[src/rtl/itl_pkg.sv]
// Shared PB geometry and FSM encoding for the interleaver write/read controller.
// Combinational helpers only; no latency or flow control of its own.
package itl_pkg;

  typedef enum logic [2:0] {
    ST_IDLE,
    ST_WRITE,
    ST_GAP,
    ST_READ,
    ST_FLUSH
  } state_t;

  typedef enum logic [1:0] {
    PB16    = 2'd0,
    PB136   = 2'd1,
    PB520   = 2'd2,
    PB_RSVD = 2'd3
  } pb_size_t;

  localparam int unsigned PB16_LEN  = 64;
  localparam int unsigned PB136_LEN = 544;
  localparam int unsigned PB520_LEN = 2080;

  localparam int unsigned PB16_OFF  = 0;
  localparam int unsigned PB136_OFF = 64;
  localparam int unsigned PB520_OFF = 608;

  // Idle cycles after the read sweep that cover the RAM's output latency.
  localparam int unsigned FLUSH_CYCLES = 2;

  function automatic int unsigned pb_len(input logic [1:0] sel);
    case (sel)
      PB16:    return PB16_LEN;
      PB136:   return PB136_LEN;
      PB520:   return PB520_LEN;
      default: return 0;
    endcase
  endfunction

  function automatic int unsigned pb_off(input logic [1:0] sel);
    case (sel)
      PB16:    return PB16_OFF;
      PB136:   return PB136_OFF;
      PB520:   return PB520_OFF;
      default: return 0;
    endcase
  endfunction

endpackage

[src/rtl/itl_wr_ctrl.sv]
// Fills the interleaver RAM with one PB of symbols, then sweeps it for readout; all outputs registered.
// Start-to-done is 2L+4 cycles without stalls; s_vld stalls only extend the write phase, reads never stall.
module itl_wr_ctrl
  import itl_pkg::*;
#(
  parameter int D_WIDTH = 2,
  parameter int A_WIDTH = 12
) (
  input  logic               clk,
  input  logic               n_rst,
  input  logic               start,
  input  logic [1:0]         pb_size,
  input  logic [D_WIDTH-1:0] s_data,
  input  logic               s_vld,
  output logic               s_rdy,
  output logic [A_WIDTH-1:0] waddr,
  output logic [D_WIDTH-1:0] wdata,
  output logic               wen,
  output logic [A_WIDTH-1:0] pb_offset,
  output logic               din_vld,
  output logic               busy,
  output logic               done,
  output logic               err
);

  state_t state_q, state_d;
  logic [A_WIDTH-1:0] cnt_q, cnt_d;
  logic [A_WIDTH-1:0] len_q, len_d;
  logic [A_WIDTH-1:0] off_q, off_d;
  logic [A_WIDTH-1:0] waddr_q, waddr_d;
  logic [D_WIDTH-1:0] wdata_q, wdata_d;
  logic s_rdy_q, s_rdy_d;
  logic wen_q, wen_d;
  logic din_vld_q, din_vld_d;
  logic busy_q, busy_d;
  logic done_q, done_d;
  logic err_q, err_d;

  logic beat;
  logic cnt_last;

  assign beat     = s_vld && s_rdy_q;
  assign cnt_last = (cnt_q == len_q - A_WIDTH'(1));

  always_comb begin
    state_d   = state_q;
    cnt_d     = cnt_q;
    len_d     = len_q;
    off_d     = off_q;
    waddr_d   = waddr_q;
    wdata_d   = wdata_q;
    s_rdy_d   = s_rdy_q;
    wen_d     = 1'b0;
    din_vld_d = 1'b0;
    busy_d    = busy_q;
    done_d    = 1'b0;
    err_d     = 1'b0;
    unique case (state_q)
      ST_IDLE: begin
        if (start) begin
          if (pb_size == PB_RSVD) begin
            err_d = 1'b1;
          end else begin
            len_d   = A_WIDTH'(pb_len(pb_size));
            off_d   = A_WIDTH'(pb_off(pb_size));
            cnt_d   = '0;
            s_rdy_d = 1'b1;
            busy_d  = 1'b1;
            state_d = ST_WRITE;
          end
        end
      end
      ST_WRITE: begin
        if (beat) begin
          wen_d   = 1'b1;
          waddr_d = cnt_q;
          wdata_d = s_data;
          if (cnt_last) begin
            cnt_d   = '0;
            s_rdy_d = 1'b0;
            state_d = ST_GAP;
          end else begin
            cnt_d = cnt_q + A_WIDTH'(1);
          end
        end
      end
      // The final write is on the RAM port during this cycle; reads start after it.
      ST_GAP: state_d = ST_READ;
      ST_READ: begin
        din_vld_d = 1'b1;
        waddr_d   = cnt_q;
        if (cnt_last) begin
          cnt_d   = '0;
          state_d = ST_FLUSH;
        end else begin
          cnt_d = cnt_q + A_WIDTH'(1);
        end
      end
      ST_FLUSH: begin
        if (cnt_q == A_WIDTH'(FLUSH_CYCLES)) begin
          cnt_d   = '0;
          done_d  = 1'b1;
          busy_d  = 1'b0;
          state_d = ST_IDLE;
        end else begin
          cnt_d = cnt_q + A_WIDTH'(1);
        end
      end
      default: state_d = ST_IDLE;
    endcase
  end

  always_ff @(posedge clk) begin
    if (n_rst) begin
      state_q   <= ST_IDLE;
      cnt_q     <= '0;
      len_q     <= '0;
      off_q     <= '0;
      waddr_q   <= '0;
      wdata_q   <= '0;
      s_rdy_q   <= 1'b0;
      wen_q     <= 1'b0;
      din_vld_q <= 1'b0;
      busy_q    <= 1'b0;
      done_q    <= 1'b0;
      err_q     <= 1'b0;
    end else begin
      state_q   <= state_d;
      cnt_q     <= cnt_d;
      len_q     <= len_d;
      off_q     <= off_d;
      waddr_q   <= waddr_d;
      wdata_q   <= wdata_d;
      s_rdy_q   <= s_rdy_d;
      wen_q     <= wen_d;
      din_vld_q <= din_vld_d;
      busy_q    <= busy_d;
      done_q    <= done_d;
      err_q     <= err_d;
    end
  end

  assign s_rdy     = s_rdy_q;
  assign waddr     = waddr_q;
  assign wdata     = wdata_q;
  assign wen       = wen_q;
  assign pb_offset = off_q;
  assign din_vld   = din_vld_q;
  assign busy      = busy_q;
  assign done      = done_q;
  assign err       = err_q;

endmodule

[config.mk]
export PLATFORM = sky130hd
export DESIGN_NAME = itl_wr_ctrl
export DESIGN_NICKNAME = d
export VERILOG_FILES = /design/src/rtl/itl_pkg.sv /design/src/rtl/itl_wr_ctrl.sv
export SDC_FILE = /design/constraint.sdc
export NUM_CORES = 1
export LEC_CHECK = 0
export ABC_AREA = 0
export BUFFER_PORTS_ARGS = -buffer_cell sky130_fd_sc_hd__buf_2
export CAP_MARGIN = 20
export CORE_MARGIN = 2
export CORE_UTILIZATION = 50
export CTS_CLUSTER_DIAMETER = 50
export DETAILED_ROUTE_END_ITERATION = 7
export PLACE_DENSITY = 0.84
export SLEW_MARGIN = 0
export SYNTH_ARGS = -nofsm -noshare
export SYNTH_HDL_FRONTEND = slang
export SYNTH_SLANG_ARGS = --single-unit
[constraint.sdc]
create_clock -name clk -period 2.78 [get_ports clk]
set_input_delay 0.556 -clock clk [delete_from_list [all_inputs] [get_ports clk]]
set_output_delay 0.556 -clock clk [all_outputs]
set_load 0.01 [all_outputs]
==> metrics.md, run 1 <==
| Metric | Value |
|---|---|
| Status | `completed` |
| Fraction of registers with async set/reset | `0%` |
| Post-cts sizing count | `0` |
| Setup TNS | `0 ns` |
| Area after DPL | `just over 2000 um2` |
| Power Total | `between 1 and 1.5 mW` |
| Non-filler cells in the finished layout | `313` |
| Cts bufs inserted | `5` |
| Hpwl dp | `2.77 mm` |
| Layout filler cell count | `367` |
| Row count | `22` |
| Inst Count DP | `304` |
| Yosys warns | `0` |
| Top_reg_cell synth | `dfxtp_1` |
| Unique masters post-synth | `40` |
| CP cell instances | `inv_1 > ha_1 > ha_1 > xor3_1 > or3_1 > or4_4 > or4_1 > a211oi_1` |
| Root buffer cell | `clkbuf_8` |
| Setup Fix Bufs, Post-CTS | `0` |
| Final hold vios | `0` |
| Crit path launch type | `flop` |
| CTS Buffer Depth | `2` |
| Slew Limit Fails | `0` |
| Worst-path cell with the longest stage delay | `or4_4` |
| Port Buffers | `30` |
| Avg Inst Size Synth | `8.16 um2` |
| Data required time of the worst path | `2.99 ns` |
| Tmin final | `2.64 ns` |
| Clock sinks | `39` |
| Yosys reg bits | `39` |
| Crit share post-route | `95.0%` |
| Worst-path clk slew | `about 0.07 ns` |
| Worst-skew pair later-pin latency | `approximately 0.3 ns` |
| Final setup violation count | `0` |
| Final Skew | `0.00954 ns` |
| Multi-input logic area | `just over 1000 um2` |
| Die Ht | `66.3 um` |
| IO Count | `40` |
| Cells on worst reg2reg path | `8` |
| CP dominant cell by count | `ha_1` |
| Via Count | `roughly 1600` |
| Hold_buf cts | `0` |
| CP Data Arrival Time | `2.85 ns` |
| Antenna Cells | `0` |
| H-tree level count | `2` |
| Initial antenna violation count | `0` |
| Post-Route WL | `3.84 mm` |
| Worst path max stage delay | `0.45 ns` |
| Largest net degree at the start of global routing | `30` |
| Final setup margin | `0.138 ns` |
| Core Box Area | `about 3700 um2` |
| Crit-path max FO | `6` |
| CP Class | `flop to flop` |
| RSZ-0062 raised after global routing | `no` |
| Reg area | `781 um2` |
| First-pass GRT wire length | `6.47 mm` |
| Pre-CTS setup slack | `approximately 0.14 ns` |
| Die Wd | `66.3 um` |
| Area delta synth->final | `11.2%` |
| Residual DRC count | `0` |
| Post-DRT Antenna Nets | `0` |
| Mapped Cells | `238` |
| Vias/cell | `5.26` |
| CTS tree | `yes` |
| DIE AREA | `4400 um2` |
| WL per Instance | `12.3 um` |
| Slew headroom | `50.6%` |
| Worst slew pin tran | `0.739 ns` |
| Hold path depth | `2` |
| Vias in the first global route | `1444` |
| Setup crit end kind | `flop` |
| Hold WC Path Type | `flop to flop` |
| VDD IR max | `between 0.0002 and 0.0003 V` |
| Tot GR Track Use | `roughly 20%` |
| Nets | `280` |
| Sequential area share after synthesis | `40.2%` |
| Layout cells sized above 1 | `between 15 and 20%` |
| Fmax | `379 MHz` |
| Max-Cap Viols | `0` |
| EDFF count, synth | `0` |
| GRT Residual Overflow | `0` |
| Initial Utilization | `52.7%` |
| Synthesized area | `1940 um2` |
| Pwr per Cell Area | `492 nW/um2` |
| Placer Congestion | `0.798` |
| Fin area | `2160 um2` |
| Initial DRC Count | `80` |
| Pre-antenna DRT Iters | `4` |
| Pleak | `0.836 nW` |
==> metrics by stage <==
stage | utilization, % | hold WS (ns)
after global routing | 58.6 | 0.475
after floorplan | - | 0.462
after CTS | 58.4 | 0.455
after global placement | 56.1 | 0.442
after detailed placement | 56.1 | 0.444
final | 58.6 | 0.453
==> state kept, by name, indices dropped and copies added (netlist names), 2 cells and up <==
register,count
cnt_q,12
waddr,12
len_q,4
state_q,3
wdata,2
==> Yosys cell counts (3+ instances only) <==
library cell | number | area share (%)
a2111oi_0 | 4 | 1.8
a211oi_1 | 5 | 1.9
a21oi_1 | 22 | 5.7
buf_4 | 12 | 4.6
clkbuf_1 | 10 | 1.9
dfxtp_1 | 39 | 40
ha_1 | 8 | 5.2
inv_1 | 10 | 1.9
nand2_1 | 41 | 7.9
nand3_1 | 3 | 0.77
nand4_1 | 3 | 0.97
nor2_1 | 21 | 4.1
nor2b_1 | 3 | 0.97
nor3_1 | 5 | 1.3
nor4_1 | 4 | 1.3
o21ai_0 | 5 | 1.3
xnor2_1 | 12 | 5.4
==> worst max-delay path, delay by kind of cell, from the launching register on <==
kind                     cells  cell delay (ns)
adder cells (fa/ha/maj)      2             0.43
buffers and inverters        1             0.07
flip-flops                   1             0.42
XOR/XNOR                     1             0.22
AO/OA/AOI/OAI                1             0.23
AND/OR/NAND/NOR              3             1.20
==> power breakdown <==
part           internal, mW  leakage, nW  total [mW]  switching [mW]
Clock                 0.175       0.0412       0.372           0.197
Combinational        0.0435        0.480       0.112          0.0683
Sequential            0.569        0.315       0.580          0.0107
Total                 0.788        0.836        1.06           0.276
==> final cells by class <==
type / instances / share of cell area, %
multi-input combinational: 173 / 46.8
sequential: 39 / 36.1
timing repair buffer: 35 / 8.57
clock buffer: 6 / 3.36
tap: 48 / 2.78
inverter: 10 / 1.74
clock inverter: 2 / 0.579
==> path summary, 6_finish.rpt <==
kind / start / end / slack (ns)
max: len_q[5] / state_q[1] / 0.14
min: waddr[7] / waddr[7] / 0.45
max reg2reg: len_q[5] / state_q[1] / 0.14
min reg2reg: waddr[7] / waddr[7] / 0.45
==> cell families (layout without fill, tap and decap cells) <==
family,after synthesis,in the layout,synth area share (%)
other cells,1,9,0.193
mux,2,2,1.03
flops,39,39,40.2
fa+ha+maj,8,8,5.15
compound gates,46,46,14.5
simple gates,95,95,23.1
buf+inv,34,53,9.27
xor+xnor,13,13,6.63
==> routing by layer <==
metal / global-route usage (%) / up-vias / part of all wire, %
li1: - / 841 / -
met1: 23.5 / 752 / 46
met2: 33.3 / 47 / 47
met3: 5.79 / 7 / 5.6
met4: 8.16 / 0 / 1.9
met5: 0 / - / 0
==> cells in the final DEF, fill, tap and decap left out, types with 5 or more instances in the layout <==
| cell | instances |
|---|---|
| clkbuf_8 | 5 |
| a211oi_1 | 5 |
| nor2_1 | 21 |
| nand2_1 | 41 |
| xnor2_1 | 12 |
| conb_1 | 9 |
| inv_1 | 10 |
| o21ai_0 | 5 |
| nor3_1 | 5 |
| ha_1 | 8 |
| dfxtp_1 | 39 |
| a21oi_1 | 22 |
| buf_2 | 31 |
Note: power is estimated with default switching activity, not from simulation.
==> run 2: changes to the inputs <==
- SETUP_SLACK_MARGIN: not set -> 0.3
==> metrics.md, run 2 (synthesis gave the netlist of run 1 again) <==
| Metric | Value |
|---|---|
| Status | `completed` |
| Final Skew | `around 0.008 ns` |
| Vias/cell | `5.32` |
| Final setup violation count | `0` |
| Row count | `22` |
| Data required time of the worst path | `3.00 ns` |
| Worst-skew pair later-pin latency | `0.29 ns` |
| Pleak | `0.875 nW` |
| Final setup margin | `0.328 ns` |
| Hpwl dp | `2.78 mm` |
| Crit-path max FO | `2` |
| Die Wd | `66.3 um` |
| Worst slew pin tran | `between 0.7 and 0.8 ns` |
| Fmax | `408 MHz` |
| Initial DRC Count | `between 100 and 150` |
| Worst-path cell with the longest stage delay | `or4_4` |
| CP Class | `flop to flop` |
| Core Box Area | `3690 um2` |
| Crit share post-route | `88.2%` |
| Crit path launch type | `flop` |
| Placer Congestion | `0.786` |
| Via Count | `1685` |
| Hold_sp | `waddr[8]` |
| Area delta synth->final | `15.9%` |
| Pwr per Cell Area | `499 nW/um2` |
| Final hold vios | `0` |
| Worst-path clk slew | `0.08 ns` |
| Die Ht | `66.3 um` |
| Slew headroom | `between 50% and 60%` |
| Setup TNS | `0 ns` |
| VDD IR max | `0.000348 V` |
| Worst path max stage delay | `0.49 ns` |
| Most frequent cells in the layout | `41 x nand2_1, 37 x dfxtp_1, 30 x buf_2` |
| Port Buffers | `30` |
| GRT Residual Overflow | `0` |
| Setup crit end kind | `flop` |
| Commonest non-fill, non-tap cell in the layout | `nand2_1` |
| Initial antenna violation count | `0` |
| DIE AREA | `4400 um2` |
| Vias in the first global route | `1537` |
| Initial Utilization | `52.7%` |
| Pre-antenna DRT Iters | `4` |
| First-pass GRT wire length | `around 7.0 mm` |
| Hold WC Path Type | `flop to flop` |
| Bufs and invs on worst path | `1` |
| Largest net degree at the start of global routing | `30` |
| CTS Buffer Depth | `2` |
| Post-Route WL | `4.13 mm` |
| Slew Limit Fails | `0` |
| Layout cells sized above 1 | `21.9%` |
| CP cell instances | `inv_1 > ha_4 > ha_4 > xor3_1 > or3_1 > or4_4 > or4_4 > a211oi_2` |
| RSZ-0062 raised after global routing | `no` |
| H-tree level count | `2` |
| Worst Setup SP | `len_q[5]` |
| Tmin final | `2.45 ns` |
| WL per Instance | `about 13 um` |
| Nets | `between 200 and 300` |
| CP Data Arrival Time | `2.67 ns` |
| Cts bufs inserted | `5` |
| Pre-CTS setup slack | `0.185 ns` |
| Root buffer cell | `clkbuf_8` |
| CTS tree | `yes` |
| Residual DRC count | `0` |
| Worst path top cell family by delay | `simple AND/OR/NAND/NOR gates` |
| Post-DRT Antenna Nets | `0` |
| Worst r2r src | `len_q[5]` |
| Clock sinks | `39` |
| Antenna Cells | `0` |
| Max-Cap Viols | `0` |
| Tot GR Track Use | `20.7%` |
| IO Count | `40` |
## run 2: final timing paths
kind / to / slack [ns] / cells past startpoint
setup / recovery: state_q[1] / 0.33 / 8
hold / removal: waddr[8] / 0.45 / 2
setup reg to reg: state_q[1] / 0.33 / 8
hold reg to reg: waddr[8] / 0.45 / 2
## run 2: cell type report
type | count | area (um2)
fill | 338 | 1440
multi-input combinational | 173 | 1050
sequential | 39 | 786
timing repair buffer | 39 | 218
clock buffer | 8 | 100
tap | 48 | 60.1
inverter | 10 | 37.5
## run 2: per-stage QoR
| stage | power, mW | hold WS, ns | util, % | cells | cell area (um2) |
|---|---|---|---|---|---|
| 2_1_floorplan | 0.682 | 0.462 | - | 246 | 1970 |
| 3_3_place_gp | 0.700 | 0.440 | 56.2 | 304 | 2070 |
| 3_5_place_dp | 0.704 | 0.444 | 56.2 | 304 | 2070 |
| 4_1_cts | 1.13 | 0.454 | 60.9 | 317 | 2250 |
| 5_1_grt | 1.18 | 0.472 | 61.1 | 317 | 2250 |
| 6_report | 1.12 | 0.454 | 61.1 | 317 | 2250 |
## run 2: repair_timing
action,CTS,global route
hold buffers,0,0
setup buffers,5,0
endpoints found under the setup margin,7,7
pin swaps,4,1
resized for setup,8,2
## run 2: metal layers
layer	routed length, um	vias up	global-route usage, %	part of all wire, %
li1	-	848	-	-
met1	1810	780	25.5	44
met2	2070	46	35.5	50
met3	175	11	4.26	4.2
met4	69	0	7.40	1.7
met5	0	-	0	0
## run 2: worst min-delay path: stages (launching register included)
cell and delay, ns:
dfxtp_1 0.31, nand2_1 0.05, a21oi_1 0.05
## run 2: report_power, final
| group | internal (mW) | switching (mW) | total [mW] |
|---|---|---|---|
| Sequential | 0.569 | 0.00966 | 0.578 |
| Combinational | 0.0543 | 0.0766 | 0.131 |
| Clock | 0.226 | 0.189 | 0.415 |
